File: config.mk
export PLATFORM = sky130hd
export DESIGN_NAME = rom_dl_bridge
export DESIGN_NICKNAME = d
export VERILOG_FILES = /design/src/rtl/rom_dl_pkg.sv /design/src/rtl/rom_dl_fifo.sv /design/src/rtl/rom_dl_bridge.sv
export SDC_FILE = /design/constraint.sdc
export NUM_CORES = 1
export LEC_CHECK = 0
export ABC_AREA = 1
export BUFFER_PORTS_ARGS = -buffer_cell sky130_fd_sc_hd__buf_2
export CORE_ASPECT_RATIO = 2
export CORE_MARGIN = 3
export CORE_UTILIZATION = 30
export CTS_BUF_LIST = sky130_fd_sc_hd__clkbuf_4 sky130_fd_sc_hd__clkbuf_8 sky130_fd_sc_hd__clkbuf_16
export DETAILED_ROUTE_END_ITERATION = 6
export SLEW_MARGIN = 20
export SYNTH_ARGS = -nofsm -noshare
export SYNTH_HDL_FRONTEND = slang
export SYNTH_SLANG_ARGS = --single-unit
File: constraint.sdc
create_clock -name clk_sys -period 6.9 [get_ports clk_sys]
set_input_delay 0.345 -clock clk_sys [delete_from_list [all_inputs] [get_ports clk_sys]]
set_output_delay 0.345 -clock clk_sys [all_outputs]
set_load 0.03 [all_outputs]
File: src/rtl/rom_dl_pkg.sv
// rtl/rom_dl_pkg.sv - shared types and defaults for the HPS-to-SDRAM ROM download bridge
package rom_dl_pkg;

  localparam int ROM_DL_FIFO_DEPTH   = 4;
  localparam int ROM_DL_ADDR_W       = 21;
  // Entry address field is sized for the widest word address a 25-bit byte address can carry.
  localparam int ROM_DL_ENTRY_ADDR_W = 24;

  typedef enum logic [1:0] {
    ST_IDLE     = 2'd0,
    ST_REQ      = 2'd1,
    ST_WAIT_ACK = 2'd2
  } rom_dl_state_t;

  typedef struct packed {
    logic [ROM_DL_ENTRY_ADDR_W-1:0] addr;
    logic [15:0]                    data;
  } rom_dl_entry_t;

  function automatic logic [15:0] byte_swap(input logic [15:0] w);
    return {w[7:0], w[15:8]};
  endfunction

endpackage

File: src/rtl/rom_dl_fifo.sv
// rtl/rom_dl_fifo.sv - register FIFO of pending ROM write entries
module rom_dl_fifo
  import rom_dl_pkg::*;
#(
  parameter  int DEPTH = ROM_DL_FIFO_DEPTH,
  localparam int PTR_W = $clog2(DEPTH),
  localparam int CNT_W = PTR_W + 1
) (
  input  logic             clk_sys,
  input  logic             reset_n,
  input  logic             push,
  input  rom_dl_entry_t    push_entry,
  input  logic             pop,
  output rom_dl_entry_t    head,
  output logic [CNT_W-1:0] count,
  output logic             full,
  output logic             empty
);

  rom_dl_entry_t    mem [DEPTH];
  logic [PTR_W-1:0] wr_ptr;
  logic [PTR_W-1:0] rd_ptr;
  logic             do_push;
  logic             do_pop;

  // A push into a full FIFO is dropped even if a pop happens on the same edge.
  assign do_push = push && !full;
  assign do_pop  = pop && !empty;
  assign full    = (count == CNT_W'(DEPTH));
  assign empty   = (count == '0);
  assign head    = mem[rd_ptr];

  always_ff @(posedge clk_sys or negedge reset_n) begin
    if (!reset_n) begin
      wr_ptr <= '0;
      rd_ptr <= '0;
      count  <= '0;
    end else begin
      if (do_push) wr_ptr <= wr_ptr + 1'b1;
      if (do_pop)  rd_ptr <= rd_ptr + 1'b1;
      case ({do_push, do_pop})
        2'b10:   count <= count + 1'b1;
        2'b01:   count <= count - 1'b1;
        default: count <= count;
      endcase
    end
  end

  always_ff @(posedge clk_sys) begin
    if (do_push) mem[wr_ptr] <= push_entry;
  end

endmodule

File: src/rtl/rom_dl_bridge.sv
// rtl/rom_dl_bridge.sv - buffers HPS download words and issues toggle-handshake SDRAM ROM writes
// Define ROM_CHECKSUM_EN to add the checksum output over acknowledged words.
module rom_dl_bridge
  import rom_dl_pkg::*;
#(
  parameter int FIFO_DEPTH = ROM_DL_FIFO_DEPTH,
  parameter int ADDR_W     = ROM_DL_ADDR_W
) (
  input  logic              clk_sys,
  input  logic              reset_n,
  input  logic              dl_active,
  input  logic              dl_wr,
  input  logic [24:0]       dl_addr,
  input  logic [15:0]       dl_data,
  output logic              dl_wait,
  output logic              rom_req,
  input  logic              rom_ack,
  output logic [ADDR_W-1:0] rom_addr,
  output logic [15:0]       rom_data,
  output logic              dl_done,
  output logic [ADDR_W-1:0] words_written,
  output logic              overflow
`ifdef ROM_CHECKSUM_EN
  ,
  output logic [15:0]       checksum
`endif
);

  localparam int CNT_W = $clog2(FIFO_DEPTH) + 1;

  rom_dl_state_t    state;
  rom_dl_entry_t    push_entry;
  rom_dl_entry_t    head;
  logic [CNT_W-1:0] fifo_count;
  logic [CNT_W-1:0] count_next;
  logic             fifo_full;
  logic             fifo_empty;
  logic             push_ok;
  logic             pop;
  logic             ack_match;
  logic             dl_active_q;
  logic             active_rise;
  logic             active_fall;
  logic             done_armed;
  logic             done_cond;
  logic             unused_addr_bits;

  assign push_entry.addr  = ROM_DL_ENTRY_ADDR_W'(dl_addr[ADDR_W:1]);
  assign push_entry.data  = byte_swap(dl_data);
  assign push_ok          = dl_wr && !fifo_full;
  assign ack_match        = (rom_ack == rom_req);
  assign pop              = (state == ST_WAIT_ACK) && ack_match;
  assign active_rise      = dl_active && !dl_active_q;
  assign active_fall      = !dl_active && dl_active_q;
  assign done_cond        = (done_armed || active_fall) && !dl_active && fifo_empty && (state == ST_IDLE);
  assign unused_addr_bits = ^{dl_addr, head.addr};

  rom_dl_fifo #(.DEPTH(FIFO_DEPTH)) u_fifo (
    .clk_sys    (clk_sys),
    .reset_n    (reset_n),
    .push       (dl_wr),
    .push_entry (push_entry),
    .pop        (pop),
    .head       (head),
    .count      (fifo_count),
    .full       (fifo_full),
    .empty      (fifo_empty)
  );

  always_comb begin
    count_next = fifo_count;
    if (push_ok && !pop)      count_next = fifo_count + 1'b1;
    else if (!push_ok && pop) count_next = fifo_count - 1'b1;
  end

  // Entry stays at the FIFO head until acknowledged, so rom_addr/rom_data hold for the whole handshake.
  always_ff @(posedge clk_sys or negedge reset_n) begin
    if (!reset_n) begin
      state    <= ST_IDLE;
      rom_req  <= 1'b0;
      rom_addr <= '0;
      rom_data <= '0;
    end else begin
      case (state)
        ST_IDLE: begin
          if (!fifo_empty) state <= ST_REQ;
        end
        ST_REQ: begin
          rom_addr <= head.addr[ADDR_W-1:0];
          rom_data <= head.data;
          rom_req  <= ~rom_req;
          state    <= ST_WAIT_ACK;
        end
        ST_WAIT_ACK: begin
          if (ack_match) state <= (count_next != '0) ? ST_REQ : ST_IDLE;
        end
        default: state <= ST_IDLE;
      endcase
    end
  end

  // dl_wait is computed from the next count so the registered flag tracks the current occupancy.
  always_ff @(posedge clk_sys or negedge reset_n) begin
    if (!reset_n) begin
      dl_active_q   <= 1'b0;
      dl_wait       <= 1'b0;
      words_written <= '0;
      overflow      <= 1'b0;
      done_armed    <= 1'b0;
      dl_done       <= 1'b0;
    end else begin
      dl_active_q <= dl_active;
      dl_wait     <= (count_next >= CNT_W'(FIFO_DEPTH - 1));
      dl_done     <= done_cond;
      if (active_rise) begin
        words_written <= '0;
        overflow      <= 1'b0;
      end else begin
        if (pop)                 words_written <= words_written + 1'b1;
        if (dl_wr && fifo_full)  overflow      <= 1'b1;
      end
      if (active_rise || done_cond) done_armed <= 1'b0;
      else if (active_fall)         done_armed <= 1'b1;
    end
  end

`ifdef ROM_CHECKSUM_EN
  always_ff @(posedge clk_sys or negedge reset_n) begin
    if (!reset_n)         checksum <= '0;
    else if (active_rise) checksum <= '0;
    else if (pop)         checksum <= checksum + rom_data;
  end
`endif

endmodule

* After elaboration in Yosys (flattened, before gate mapping) *
Memories as Yosys holds them, arrays and structs flattened. A register that Yosys moved wholly into a read port is not among the register bits.
Index checks and enable logic that the tools add are counted.

word-level totals
  register bits after elaboration = 36
  bits in latches = 0
  bits in writable memories = 148
  bits in read-only memories = 0
  output and inout bits = 62
  word-level logic and storage cells = 70
  memories kept = 1

cells by class
  add/subtract/negate cells = 5
  $mul = 0
  divide/modulo/power cells = 0
  order comparisons = 1
  equality and inequality tests = 8
  shift operators = 0
  mux-type cells = 15
  bitwise operators = 1
  reductions and logical operators = 28

memory list
  name        words  bits a word  rd ports  clocked after Yosys merged registers in  write ports  line               text
  u_fifo.mem  4      37           1         1                                        1            rom_dl_fifo.sv:20  rom_dl_entry_t mem [DEPTH];

operator list
  operator                 number
  $mux W21                 2
  $add A21 B1 Y21 const B  1
  $logic_and A1 B1 Y1      11
  $reduce_bool A2 Y1       4
  $logic_not A1 Y1         7
  $mux W1                  7
  $mux W3                  2
  $pmux W2 S3              1
  $pmux W3 S2              1
  $add A2 B1 Y2 const B    2
  $eq A2 B1 Y1 const B     2
  $eq A2 B2 Y1 const B     2
  $mux W2                  2
  $ne A2 B2 Y1 const B     2
  $add A3 B1 Y3 const B    1
  $eq A3 B3 Y1 const B     1
  $ge A3 B2 Y1 const B     1
  $logic_not A3 Y1         1
  $reduce_bool A3 Y1       1
  $sub A3 B1 Y3 const B    1
  $logic_not A2 Y1         1
  $logic_or A1 B1 Y1       2
  $reduce_and A2 Y1        1
  $eq A1 B1 Y1             1
  $not A1 Y1               1

* Longest topological paths before layout *
Gate-level depths: netlist of the first run.

  depth in word-level cells = 11
  mapped depth = 12
  depth with buffers taken out = 12

* By module *
Synthesis of the first run repeated with hierarchy kept, for this count alone.

unflattened totals
  cells, all modules = 836
  area total of the unflattened synthesis = 9868.2 um2

modules (own cells, without submodules)
  module         instances  cells each  area an instance (um2)  seq. area each (um2)
  rom_dl_fifo    1          528         6804.0                  4979.8
  rom_dl_bridge  1          308         3064.2                  1651.6

* Worst setup path before layout of the first run *
OpenSTA, ideal clock, no wires.

  path kind = register to register
  start point = register u_fifo.count[0]
  end point = memory u_fifo.mem[0][0] (netlist name), enable pin
  data arrival time = 2.444 ns
  slack = 4.024 ns
  stages on the path, launching flop included = 6
  buffers on the path = 0
  period minus slack after synthesis = 2.876 ns
  path through = dfrtp_1 inv_1 ha_1 nand2_1 nand2_2 nor2_1

between the ends
  word-level cells in the longest chain between the ends = 5

RTL lines
  item                           line               text
  start: declaration             rom_dl_fifo.sv:15  output logic [CNT_W-1:0] count,
  start signal: assignment       rom_dl_fifo.sv:42  2'b10: count <= count + 1'b1;
  start signal: assignment       rom_dl_fifo.sv:43  2'b01: count <= count - 1'b1;
  start signal: assignment       rom_dl_fifo.sv:44  default: count <= count;
  $eq A3 B3 Y1                   rom_dl_fifo.sv:29  assign full = (count == CNT_W'(DEPTH));
  $logic_not A1 Y1               rom_dl_fifo.sv:27  assign do_push = push && !full;
  $logic_and A1 B1 Y1            rom_dl_fifo.sv:27
  $mux W1                        rom_dl_fifo.sv:50  if (do_push) mem[wr_ptr] <= push_entry;
  $mux W1 (not written as such)  rom_dl_fifo.sv:50
  end: declaration               rom_dl_fifo.sv:20

Every way passes these cells.

==> results by group, run 1 <==
STA
  – Setup Viol. Count Final: 0
  – Period utilisation layout: approximately 35%
  – Clock skew: between 0.01 and 0.015 ns
  – Max_slew headroom: 33.57%
  – Worst Slack Setup Final: between 4 and 5 ns
  – Final Max Tran Viols: 0
  – Worst Tran Pin Value: between 0.9 and 1 ns
  – Fin crit period: between 2 and 2.5 ns
  – Setup Total Neg Slack: 0 ns
  – RSZ-0062 raised after global routing: false
  – Final Hold Fails: 0
  – Worst hold slack: between 0.06 and 0.07 ns
  – Max Clk Rate: around 410 MHz

CTS
  – CTS tree: yes
  – Clock Tree Buf Depth: 3
  – Worst-path clk slew: 0.07 ns
  – Clock sinks: 221
  – Worst skew pair latency: 0.50 ns
  – Htree depth: 1
  – Root buffer cell: clkbuf_16
  – TritonCTS Buffers: 21
  – Post-CTS setup buffers: 0

Cells and area
  – Multi-input logic area: between 0.002 and 0.0025 mm²
  – Most common cell after layout, fill and taps aside: nor2_1
  – Highest-count cells in the layout ignoring fill and taps: nor2_1, edfxtp_1, buf_2
  – Storage element area: 0.006274 mm²
  – # fillers: 2845
  – Nets: ~950
  – Area Growth Syn to Fin: 17.65%
  – Share of layout cells above drive strength 1: a little under a fifth

Yosys
  – Post-synth EDFFs: 148
  – Sequential area share after synthesis: 70.04%
  – Synth Cell Area: between 0.008 and 0.009 mm²
  – Cell variety after synth: 36
  – Most used DFF post-synth: edfxtp_1
  – Syn Nets: ~850
  – Synthesized area per cell: around 11 µm²
  – Yosys warnings: 0
  – FF+latch count, synth: around 220
  – Post-synth ARST share: between 30 and 40%
  – Synth Instances: about 800

Setup path
  – Critical Path RT: between 7 and 8 ns
  – Crit path max fanout: 75
  – R2R setup slack: 4.45 ns
  – Worst Path Arrival: around 2.8 ns
  – WS Path Type: reg -> reg
  – Worst Setup End Kind: flip-flop
  – Cell Chain, Critical Path: buf_4, inv_2, buf_4, o21ai_0, a31oi_1
  – CP max-delay cell: buf_4
  – Worst Path Buf+Inv: 3
  – Setup crit start kind: flip-flop
  – Crit path top cell by count: buf_4
  – Top cell family by delay on the critical path: buffers and inverters
  – CP max stage delay: between 0.6 and 0.7 ns

Placed design
  – Placer Congestion: roughly 0.85
  – Pre-CTS setup slack: between 4 and 5 ns
  – DPL Wire Length: around 13 mm
  – PortBufs: just over 100

Status
  – Outcome: finished clean

Power
  – Lkg Pwr: 4.127 nW
  – VDD IR max: roughly 150 µV
  – Pwr/cell area: approximately 440 mW/mm²
  – Final Power: 4.621 mW

Die
  – Starting Density: approximately 31%
  – Area of the core: 0.02918 mm²
  – Die ar.: 0.03208 mm²
  – Die width: 128.2 µm
  – I/O pin cnt: 108
  – Site Rows: between 80 and 90
  – DIE HEIGHT: 250.3 µm

Global route
  – Total Routing Usage GR: 13.17%
  – Largest net degree at the start of global routing: 76
  – Initial antenna violation count: 2
  – GRT Residual Overflow: 0
  – First-pass GRT wire length: between 30 and 40 mm
  – Vias in the first global route: around 6000

Detailed routing
  – Vias: roughly 6000
  – Post-Route WL: around 21 mm
  – DRC: 0
  – Drt wl/cell: between 15 and 20 µm
  – Vias per Instance: between 4 and 5
  – Antenna Nets Post-Route: 0
  – Detailed-router iteration count before antenna repair: 4
  – Drt initial violations: just over 300

Job
  – Maxcap violations: 0

Worst hold path
  – Type of the most critical hold path: in -> reg
==> cells by family (layout without fill, tap and decap cells) <==
logic type / after synthesis / in the layout / synth area share (%)
adders and majority gates: 9 / 9 / 1.258
buffers and inverters: 84 / 198 / 3.983
and+or+nand+nor: 334 / 334 / 15.51
xor gates and xnor gates: 8 / 8 / 0.7826
DFF: 221 / 221 / 70.04
AOI/OAI and AO/OA: 140 / 140 / 8.427
other: 0 / 1 / 0
==> layout make-up <==
cell class	count	share of cell area (%)
clock buffers	29	5.618
diodes	1	0.02376
multi-input cells	491	22.44
clock inverters	8	0.7008
flip-flops and latches	221	59.56
inverters	48	1.710
repair buffers	113	5.678
well taps	360	4.276
==> cells in the mapped netlist, drive strengths merged (10+ instances only) <==
cell type,n,area (µm²)
a21oi,10,50.05
a31oi,37,231.5
buf,23,116.4
clkbuf,13,60.05
dfrtp,73,1827
edfxtp,148,4444
inv,48,180.2
nand2,59,234.0
nand3,28,145.1
nand4,10,62.56
nor2,224,874.6
o21ai,90,450.4
==> power breakdown <==
group	total [mW]	internal, mW	switching, mW
registers	1.97	1.77	0.202
logic	1.52	0.442	1.08
clock network	1.12	0.643	0.481
==> registers in the layout, indices dropped and copies added, names as in the netlist <==
register,count
words_written,21
overflow,1
u_fifo.wr_ptr,2
u_fifo.rd_ptr,2
dl_active_q,1
dl_wait,1
rom_req,1
u_fifo.count,3
rom_addr,21
dl_done,1
state,2
rom_data,16
u_fifo.mem,148
done_armed,1
==> worst paths after layout <==
path / start / end / cells after the start
setup / recovery: u_fifo.rd_ptr[0]$_DFFE_PN0P_ / rom_addr[14]$_DFFE_PN0N_ / 5
hold / removal: dl_data[9] / u_fifo.mem[3][1]$_DFFE_PP_ / 1
setup reg to reg: u_fifo.rd_ptr[0]$_DFFE_PN0P_ / rom_addr[14]$_DFFE_PN0N_ / 5
hold reg to reg: u_fifo.count[1]$_DFFE_PN0P_ / u_fifo.count[1]$_DFFE_PN0P_ / 2
max in group asynchronous: reset_n / u_fifo.rd_ptr[1]$_DFFE_PN0P_ / 3
min in group asynchronous: reset_n / rom_data[2]$_DFFE_PN0N_ / 2
==> metrics by stage <==
step           utilization (%)  std cells  instance area (µm²)
2_1_floorplan                -        796                 8954
3_3_place_gp             33.74       1231                 9846
3_5_place_dp             33.74       1231                 9846
4_1_cts                  36.09       1270                10530
5_1_grt                  36.10       1271                10530
6_report                 36.10       1271                10530
==> routing by layer <==
| layer | track usage (%) | part of all wire, % | up-vias |
|---|---|---|---|
| met5 | 0 | 0 | - |
| met4 | 4.281 | 2.5 | 0 |
| met3 | 2.027 | 4.0 | 29 |
| met2 | 24.68 | 55 | 130 |
| met1 | 14.97 | 39 | 2911 |
| li1 | - | - | 2925 |
==> repair_timing <==
action                     4_1_cts  5_1_grt
hold endpoints to repair        19        0
setup endpoints to repair        0        0
hold buffers                     2        0
resized for setup                0        0
No activity file was read; power rests on OpenSTA's default activity.
==> run 2, diff against run 1 <==
--- a/config.mk
+++ b/config.mk
@@ -5,7 +5,7 @@
 export SDC_FILE = /design/constraint.sdc
 export NUM_CORES = 1
 export LEC_CHECK = 0
-export ABC_AREA = 1
+export ABC_AREA = 0
 export BUFFER_PORTS_ARGS = -buffer_cell sky130_fd_sc_hd__buf_2
 export CORE_ASPECT_RATIO = 2
 export CORE_MARGIN = 3
==> constraint.sdc (replaced) <==
create_clock -name clk_sys -period 2.2 [get_ports clk_sys]
set_input_delay 0.11 -clock clk_sys [delete_from_list [all_inputs] [get_ports clk_sys]]
set_output_delay 0.11 -clock clk_sys [all_outputs]
set_load 0.03 [all_outputs]
==> results by group, run 2 <==
Cells and area
  – Antenna Diode Count: 0 (-1)
  – Share of layout cells above drive strength 1: 38.74% (+20 points)
  – Register name with the most flops: u_fifo.mem
  – Most common cell after layout, fill and taps aside: edfxtp_1
  – Nets: 676 (-29%)
  – Largest regs: u_fifo.mem (148), rom_addr (21), words_written (21)
  – Max FFs per register: 148 (unchanged)
  – Highest-count cells in the layout ignoring fill and taps: edfxtp_1, buf_2, dfrtp_1
  – Area Growth Syn to Fin: 25.52%
  – # fillers: 2559 (-10%)

Yosys
  – Sequential area share after synthesis: 72.95% (+2.9 points)
  – Synth Cell Area: 0.008596 mm² (-4.0%)
  – Yosys warnings: 0 (unchanged)
  – Post-synth ARST share: 33.03% (unchanged)
  – FF+latch count, synth: 221 (unchanged)
  – Top-count cell post-synth: edfxtp_1
  – Area contributors post-synth: edfxtp_1, dfrtp_1, mux4_2
  – Commonest cells post-synth: edfxtp_1, dfrtp_1, mux2_2, mux4_2, nor2_1
  – Yosys top cell area share: 51.70% (+2.1 points)
  – Synthesized area per cell: 18.81 µm² (+67%)
  – Cell variety after synth: 45 (+25%)
  – Post-synth EDFFs: 148 (unchanged)
  – Most used DFF post-synth: edfxtp_1
  – Syn Nets: 512 (-40%)
  – Synth area leader: edfxtp_1
  – Synth Instances: 457 (-43%)

STA
  – Final Max Tran Viols: 0 (unchanged)
  – Period utilisation layout: 94.87% (+59 points)
  – RSZ-0062 raised after global routing: false
  – Setup Viol. Count Final: 0 (unchanged)
  – Fin crit period: 2.087 ns (-0.3622 ns)
  – Max_slew headroom: 65.27% (+32 points)
  – Worst Tran Pin Value: 0.5199 ns (-0.4765 ns)
  – Max Clk Rate: 479.1 MHz (+17%)
  – Clock skew: 0.01856 ns (+0.007868 ns)
  – Final Hold Fails: 0 (unchanged)
  – Worst hold slack: 0.1043 ns (+0.04012 ns)
  – Setup Total Neg Slack: 0 ns (unchanged)

Setup path
  – R2r startpoint: u_fifo.count[0]$_DFFE_PN0P_
  – CP max stage delay: 0.46 ns (-0.21 ns)
  – Crit path max fanout: 37 (-51%)
  – CP max-delay cell: dfrtp_1
  – Cell Chain, Critical Path: inv_1, ha_1, a21boi_2, buf_4, and2_2, buf_12
  – R2R depth: 6 (+1)
  – Worst Path Buf+Inv: 3 (unchanged)
  – Setup crit start kind: flip-flop
  – Worst Setup End Kind: flip-flop
  – R2R setup slack: 0.11 ns (-4.34 ns)
  – Reg2reg end: u_fifo.mem[1][18]$_DFFE_PP_
  – Top cell family by delay on the critical path: buffers and inverters
  – WS Path Type: reg -> reg
  – Worst Path Arrival: 2.25 ns (-0.55 ns)
  – Critical Path RT: 2.36 ns (-4.89 ns)

CTS
  – Clock Tree Buf Depth: 3 (unchanged)
  – Root buffer cell: clkbuf_16
  – Worst skew pair latency: 0.49 ns (about the same)
  – Post-CTS setup buffers: 0 (unchanged)
  – Clock sinks: 221 (unchanged)
  – CTS tree: yes
  – Worst-path clk slew: 0.06 ns (about the same)
  – Htree depth: 1 (unchanged)
  – TritonCTS Buffers: 20 (-4.8%)

Worst hold path
  – WHS Endpoint: state[1]$_DFFE_PN0P_
  – Hold Startpoint: rom_ack
  – Type of the most critical hold path: in -> reg
  – Hold Path Depth: 3 (+2)

Die
  – Starting Density: 30.49% (-0.20 points)
  – I/O pin cnt: 108 (unchanged)
  – Die ar.: 0.03084 mm² (-3.9%)
  – Site Rows: 87 (-1.1%)
  – Die width: 125.7 µm (-1.9%)
  – DIE HEIGHT: 245.4 µm (-2.0%)
  – Area of the core: 0.02819 mm² (-3.4%)

Global route
  – Initial antenna violation count: 0 (-2)
  – Vias in the first global route: 5140 (-15%)
  – GRT Residual Overflow: 0 (unchanged)
  – First-pass GRT wire length: 28.81 mm (-13%)
  – Total Routing Usage GR: 11.82% (-1.3 points)
  – Largest net degree at the start of global routing: 41 (-46%)

Detailed routing
  – Vias: 4607 (-23%)
  – Post-Route WL: 17.82 mm (-16%)
  – Detailed-router iteration count before antenna repair: 4 (unchanged)
  – Vias per Instance: 4.649 (-1.4%)
  – Drt wl/cell: 17.98 µm (+7.6%)
  – Drt initial violations: 283 (-7.8%)
  – Antenna Nets Post-Route: 0 (unchanged)
  – DRC: 0 (unchanged)

Status
  – Outcome: finished clean

Placed design
  – PortBufs: 103 (unchanged)
  – Placer Congestion: 0.7921 (-6.9%)
  – DPL Wire Length: 11.85 mm (-6.8%)

Power
  – Final Power: 14.26 mW (+210%)
  – Pwr/cell area: 1321 mW/mm² (+200%)
  – VDD IR max: 541.3 µV (+260%)
  – Lkg Pwr: 4.009 nW (-2.9%)

Job
  – Maxcap violations: 0 (unchanged)
-- run 2: cell count changes in the layout (fill, tap and decap cells not counted), sizes merged, moves of 36 or more --
cell	delta
a31oi	-36
dlygate4sd3	+38
inv	-38
mux2	+37
mux4	+37
nand2	-49
nor2	-203
o21ai	-82
-- run 2: repair_timing --
item                                    4_1_cts  5_1_grt
endpoints found under the setup margin        0        2
hold buffers                                 40        0
gates resized for setup                       0        1
hold endpoints to repair                    185        0
-- run 2: how the worst max path moves through the flow --
stage,from,to,slack [ns],cells after the start
finish,u_fifo.count[0]$_DFFE_PN0P_,u_fifo.mem[1][18]$_DFFE_PP_,0.11,6
global route,u_fifo.count[0]$_DFFE_PN0P_,u_fifo.count[2]$_DFFE_PN0P_,0.007,7
CTS,u_fifo.count[0]$_DFFE_PN0P_,dl_wait$_DFF_PN0_,0.11,8
detailed placement,u_fifo.count[0]$_DFFE_PN0P_,dl_wait$_DFF_PN0_,0.13,8
global placement,u_fifo.count[0]$_DFFE_PN0P_,u_fifo.mem[0][18]$_DFFE_PP_,0.25,6
floorplan,u_fifo.count[0]$_DFFE_PN0P_,u_fifo.mem[0][0]$_DFFE_PP_,0.18,4
-- run 2: worst register-to-register path, stage by stage (launching register included) --
cell      delay (ns)
dfrtp_1         0.46
inv_1           0.13
ha_1            0.28
a21boi_2        0.25
buf_4           0.18
and2_2          0.18
buf_12          0.25
-- run 2: layout make-up --
class                   count  area, µm²  area share (%)
flip-flops and latches    221       6276           58.17
repair buffers            157       1124           10.41
inverters                  11      41.29          0.3827
well taps                 356      445.4           4.128
multi-input cells         210       2231           20.68
clock inverters            11      110.1           1.021
clock buffers              25      561.8           5.207
-- run 2: logic make-up after synthesis --
| kind of cell | share of synthesized area [%] |
|---|---|
| flip-flops | 72.95 |
| multiplexers | 14.89 |
| AND/OR/NAND/NOR | 4.702 |
| XOR/XNOR | 2.824 |
| buffers and inverters | 1.281 |
| AO/OA/AOI/OAI | 1.921 |
| adder cells (fa/ha/maj) | 1.427 |
-- run 2: through the flow --
stage | instances | instance area, µm² | setup slack [ns] | util [%]
final | 991 | 10790 | 0.1128 | 38.27
after global routing | 991 | 10790 | 0.007321 | 38.27
after CTS | 991 | 10790 | 0.1056 | 38.26
after detailed placement | 915 | 9713 | 0.1312 | 34.45
after global placement | 915 | 9713 | 0.2486 | 34.45
after floorplan | 457 | 8601 | 0.1758 | -
-- run 2: where the power goes --
part           internal, mW  switching [mW]  total [mW]
registers              5.54           0.476        6.02
clock network          2.05            1.45        3.50
logic                  2.09            2.65        4.74
-- run 2: layer usage --
metal / wire length [µm] / global-route usage (%)
met5: 0 / 0
met4: 393 / 3.991
met3: 624 / 1.609
met2: 10320 / 23.12
met1: 6481 / 12.83
==> run 3, diff against run 2 <==
==> constraint.sdc (replaced) <==
create_clock -name clk_sys -period 2.5 [get_ports clk_sys]
set_input_delay 0.125 -clock clk_sys [delete_from_list [all_inputs] [get_ports clk_sys]]
set_output_delay 0.125 -clock clk_sys [all_outputs]
set_load 0.03 [all_outputs]
==> results by group, run 3 (synthesized netlist as in run 2, its figures left out) <==
Setup path
  – R2R setup slack: 0.14 ns (+0.02 ns)
  – WS Path Type: reg -> reg
  – R2r startpoint: u_fifo.count[0]$_DFFE_PN0P_
  – R2R depth: 8 (+2)
  – CP max-delay cell: dfrtp_1
  – Crit path top cell by count: inv_1
  – Top cell family by delay on the critical path: compound AO/OA/AOI/OAI gates
  – CP max stage delay: 0.45 ns (about the same)
  – Setup crit start kind: flip-flop
  – Worst Path Buf+Inv: 2 (-1)
  – Worst Setup End Kind: flip-flop
  – Worst Path Arrival: 2.76 ns (+0.51 ns)
  – Reg2reg end: state[0]$_DFFE_PN0P_
  – Crit path max fanout: 10 (-73%)
  – Critical Path RT: 2.89 ns (+0.53 ns)
  – Cell Chain, Critical Path: inv_1, ha_1, a21boi_2, inv_1, a21oi_1, a22oi_2, xnor2_1, a211oi_1

Die
  – DIE HEIGHT: 245.4 µm (unchanged)
  – I/O pin cnt: 108 (unchanged)
  – Starting Density: 30.49% (unchanged)
  – Die ar.: 0.03084 mm² (unchanged)
  – Die width: 125.7 µm (unchanged)
  – Area of the core: 0.02819 mm² (unchanged)
  – Site Rows: 87 (unchanged)

Detailed routing
  – Drt initial violations: 227 (-20%)
  – Antenna Nets Post-Route: 0 (unchanged)
  – DRC: 0 (unchanged)
  – Drt wl/cell: 18.58 µm (+3.3%)
  – Vias per Instance: 4.712 (+1.3%)
  – Detailed-router iteration count before antenna repair: 4 (unchanged)
  – Post-Route WL: 18.49 mm (+3.7%)
  – Vias: 4688 (+1.8%)

Cells and area
  – Share of layout cells above drive strength 1: 38.65% (-0.086 points)
  – Antenna Diode Count: 0 (unchanged)
  – Highest-count cells in the layout ignoring fill and taps: edfxtp_1, buf_2, dfrtp_1
  – Area Growth Syn to Fin: 25.72%
  – Largest regs: u_fifo.mem (148), rom_addr (21), words_written (21)
  – Most common cell after layout, fill and taps aside: edfxtp_1
  – Post-route insts no fill: 995 (+0.40%)
  – Register name with the most flops: u_fifo.mem
  – Max FFs per register: 148 (unchanged)
  – Nets: 680 (+0.59%)

Status
  – Outcome: finished clean

STA
  – Worst Tran Pin Value: 0.7242 ns (+0.2043 ns)
  – Setup Total Neg Slack: 0 ns (unchanged)
  – Max_slew headroom: 51.72% (-14 points)
  – RSZ-0062 raised after global routing: false
  – Final Hold Fails: 0 (unchanged)
  – Fin crit period: 2.365 ns (+0.2776 ns)
  – Final Max Tran Viols: 0 (unchanged)
  – Max Clk Rate: 422.9 MHz (-12%)
  – Setup Viol. Count Final: 0 (unchanged)
  – Period utilisation layout: 94.59% (-0.28 points)
  – Worst hold slack: 0.1249 ns (+0.02065 ns)
  – Clock skew: 0.008531 ns (-0.01003 ns)

Job
  – Maxcap violations: 0 (unchanged)

Power
  – Internal power: 8.635 mW (-11%)
  – Lkg Pwr: 4.035 nW (+0.66%)
  – Share of power burned in registers: 42.5% (+0.3 points)
  – Pwr/cell area: 1174 mW/mm² (-11%)
  – Clock power frac: 25.5% (+0.9 points)
  – Net Sw Frac: 31.91% (-0.13 points)
  – Logic pwr share: 32.1% (-1.1 points)
  – VDD IR max: 606.7 µV (+12%)
  – Net switching power: 4.047 mW (-11%)

Worst hold path
  – Type of the most critical hold path: in -> reg
  – WHS Endpoint: state[1]$_DFFE_PN0P_
  – Hold Path Depth: 3 (unchanged)
  – Hold Startpoint: rom_ack

Global route
  – Vias in the first global route: 5178 (+0.74%)
  – Total Routing Usage GR: 12.06% (+0.24 points)
  – Largest net degree at the start of global routing: 49 (+20%)
  – GRT Residual Overflow: 0 (unchanged)
  – First-pass GRT wire length: 29.12 mm (+1.1%)
  – Initial antenna violation count: 0 (unchanged)

CTS
  – Worst-path clk slew: 0.06 ns (about the same)
  – Clock sinks: 221 (unchanged)
  – Clock Tree Buf Depth: 3 (unchanged)
  – CTS tree: yes
  – Root buffer cell: clkbuf_16
  – Htree depth: 1 (unchanged)
  – Post-CTS setup buffers: 0 (unchanged)
  – TritonCTS Buffers: 21 (+5.0%)
  – Worst skew pair latency: 0.50 ns (about the same)

Placed design
  – Placed insts: 918 (+0.33%)
  – PortBufs: 103 (unchanged)
  – DPL Wire Length: 11.96 mm (+0.97%)
  – Placer Congestion: 0.8604 (+8.6%)
## run 3: cell count changes in the layout (fill, tap and decap cells not counted), sizes merged
cell	previous run	this run
bufinv	2	3
clkbuf	25	29
clkinvlp	3	0
clkinv	6	5
buf	117	120
## run 3: worst register-to-register path: stages (launching register included)
cell	delay, ns
dfrtp_1	0.45
inv_1	0.13
ha_1	0.28
a21boi_2	0.41
inv_1	0.17
a21oi_1	0.29
a22oi_2	0.11
xnor2_1	0.17
a211oi_1	0.26
## run 3: metal layers
| metal | share of wire, % | GRT usage, % | vias to the layer above |
|---|---|---|---|
| met1 | 37 | 13.23 | 2418 |
| met2 | 55 | 22.76 | 138 |
| met3 | 4.4 | 2.022 | 31 |
| met4 | 3.2 | 4.885 | 0 |
| li1 | - | - | 2101 |
| met5 | 0 | 0 | - |
## run 3: worst max-delay path by stage
stage,cells after the start,startpoint,slack [ns],to
2_1_floorplan,4,u_fifo.count[0]$_DFFE_PN0P_,0.09,u_fifo.mem[2][0]$_DFFE_PP_
3_3_place_gp,8,u_fifo.count[0]$_DFFE_PN0P_,0.39,dl_wait$_DFF_PN0_
3_5_place_dp,8,u_fifo.count[0]$_DFFE_PN0P_,0.17,state[0]$_DFFE_PN0P_
4_1_cts,8,u_fifo.count[0]$_DFFE_PN0P_,0.16,state[0]$_DFFE_PN0P_
5_1_grt,8,u_fifo.count[0]$_DFFE_PN0P_,0.02,state[0]$_DFFE_PN0P_
6_report,8,u_fifo.count[0]$_DFFE_PN0P_,0.14,state[0]$_DFFE_PN0P_
## run 3: per-stage QoR
stage / utilization (%) / power, mW / setup slack [ns] / instance area (µm²)
global route: 38.33 / 13.32 / 0.01644 / 10810
global placement: 34.44 / 9.429 / 0.3947 / 9711
floorplan: - / 8.161 / 0.09372 / 8596
finish: 38.33 / 12.68 / 0.1352 / 10810
CTS: 38.33 / 12.93 / 0.1567 / 10810
detailed placement: 34.44 / 9.584 / 0.1656 / 9711
## run 3: final cells by class
type                       instances  area, µm²
tap                              356      445.4
timing repair buffer             160       1121
clock inverter                     8      110.1
sequential                       221       6276
clock buffer                      29      585.6
inverter                          11      41.29
multi-input combinational        210       2227
fill                            2562      17390
## run 3: power groups by stage
| stage | Clock (mW) | Sequential [mW] | Combinational, mW |
|---|---|---|---|
| 4_1_cts | 3.34 | 5.42 | 4.16 |
| 5_1_grt | 3.46 | 5.50 | 4.36 |
| 2_1_floorplan | 0 | 5.94 | 2.22 |
| 6_report | 3.23 | 5.39 | 4.07 |
| 3_5_place_dp | 0 | 5.49 | 4.10 |
| 3_3_place_gp | 0 | 5.43 | 4.00 |
## run 3: timing repair
| item | in CTS | in global routing |
|---|---|---|
| hold endpoints to repair | 197 | 0 |
| gates resized for setup | 0 | 0 |
| hold buffers | 40 | 0 |
| endpoints found under the setup margin | 0 | 0 |
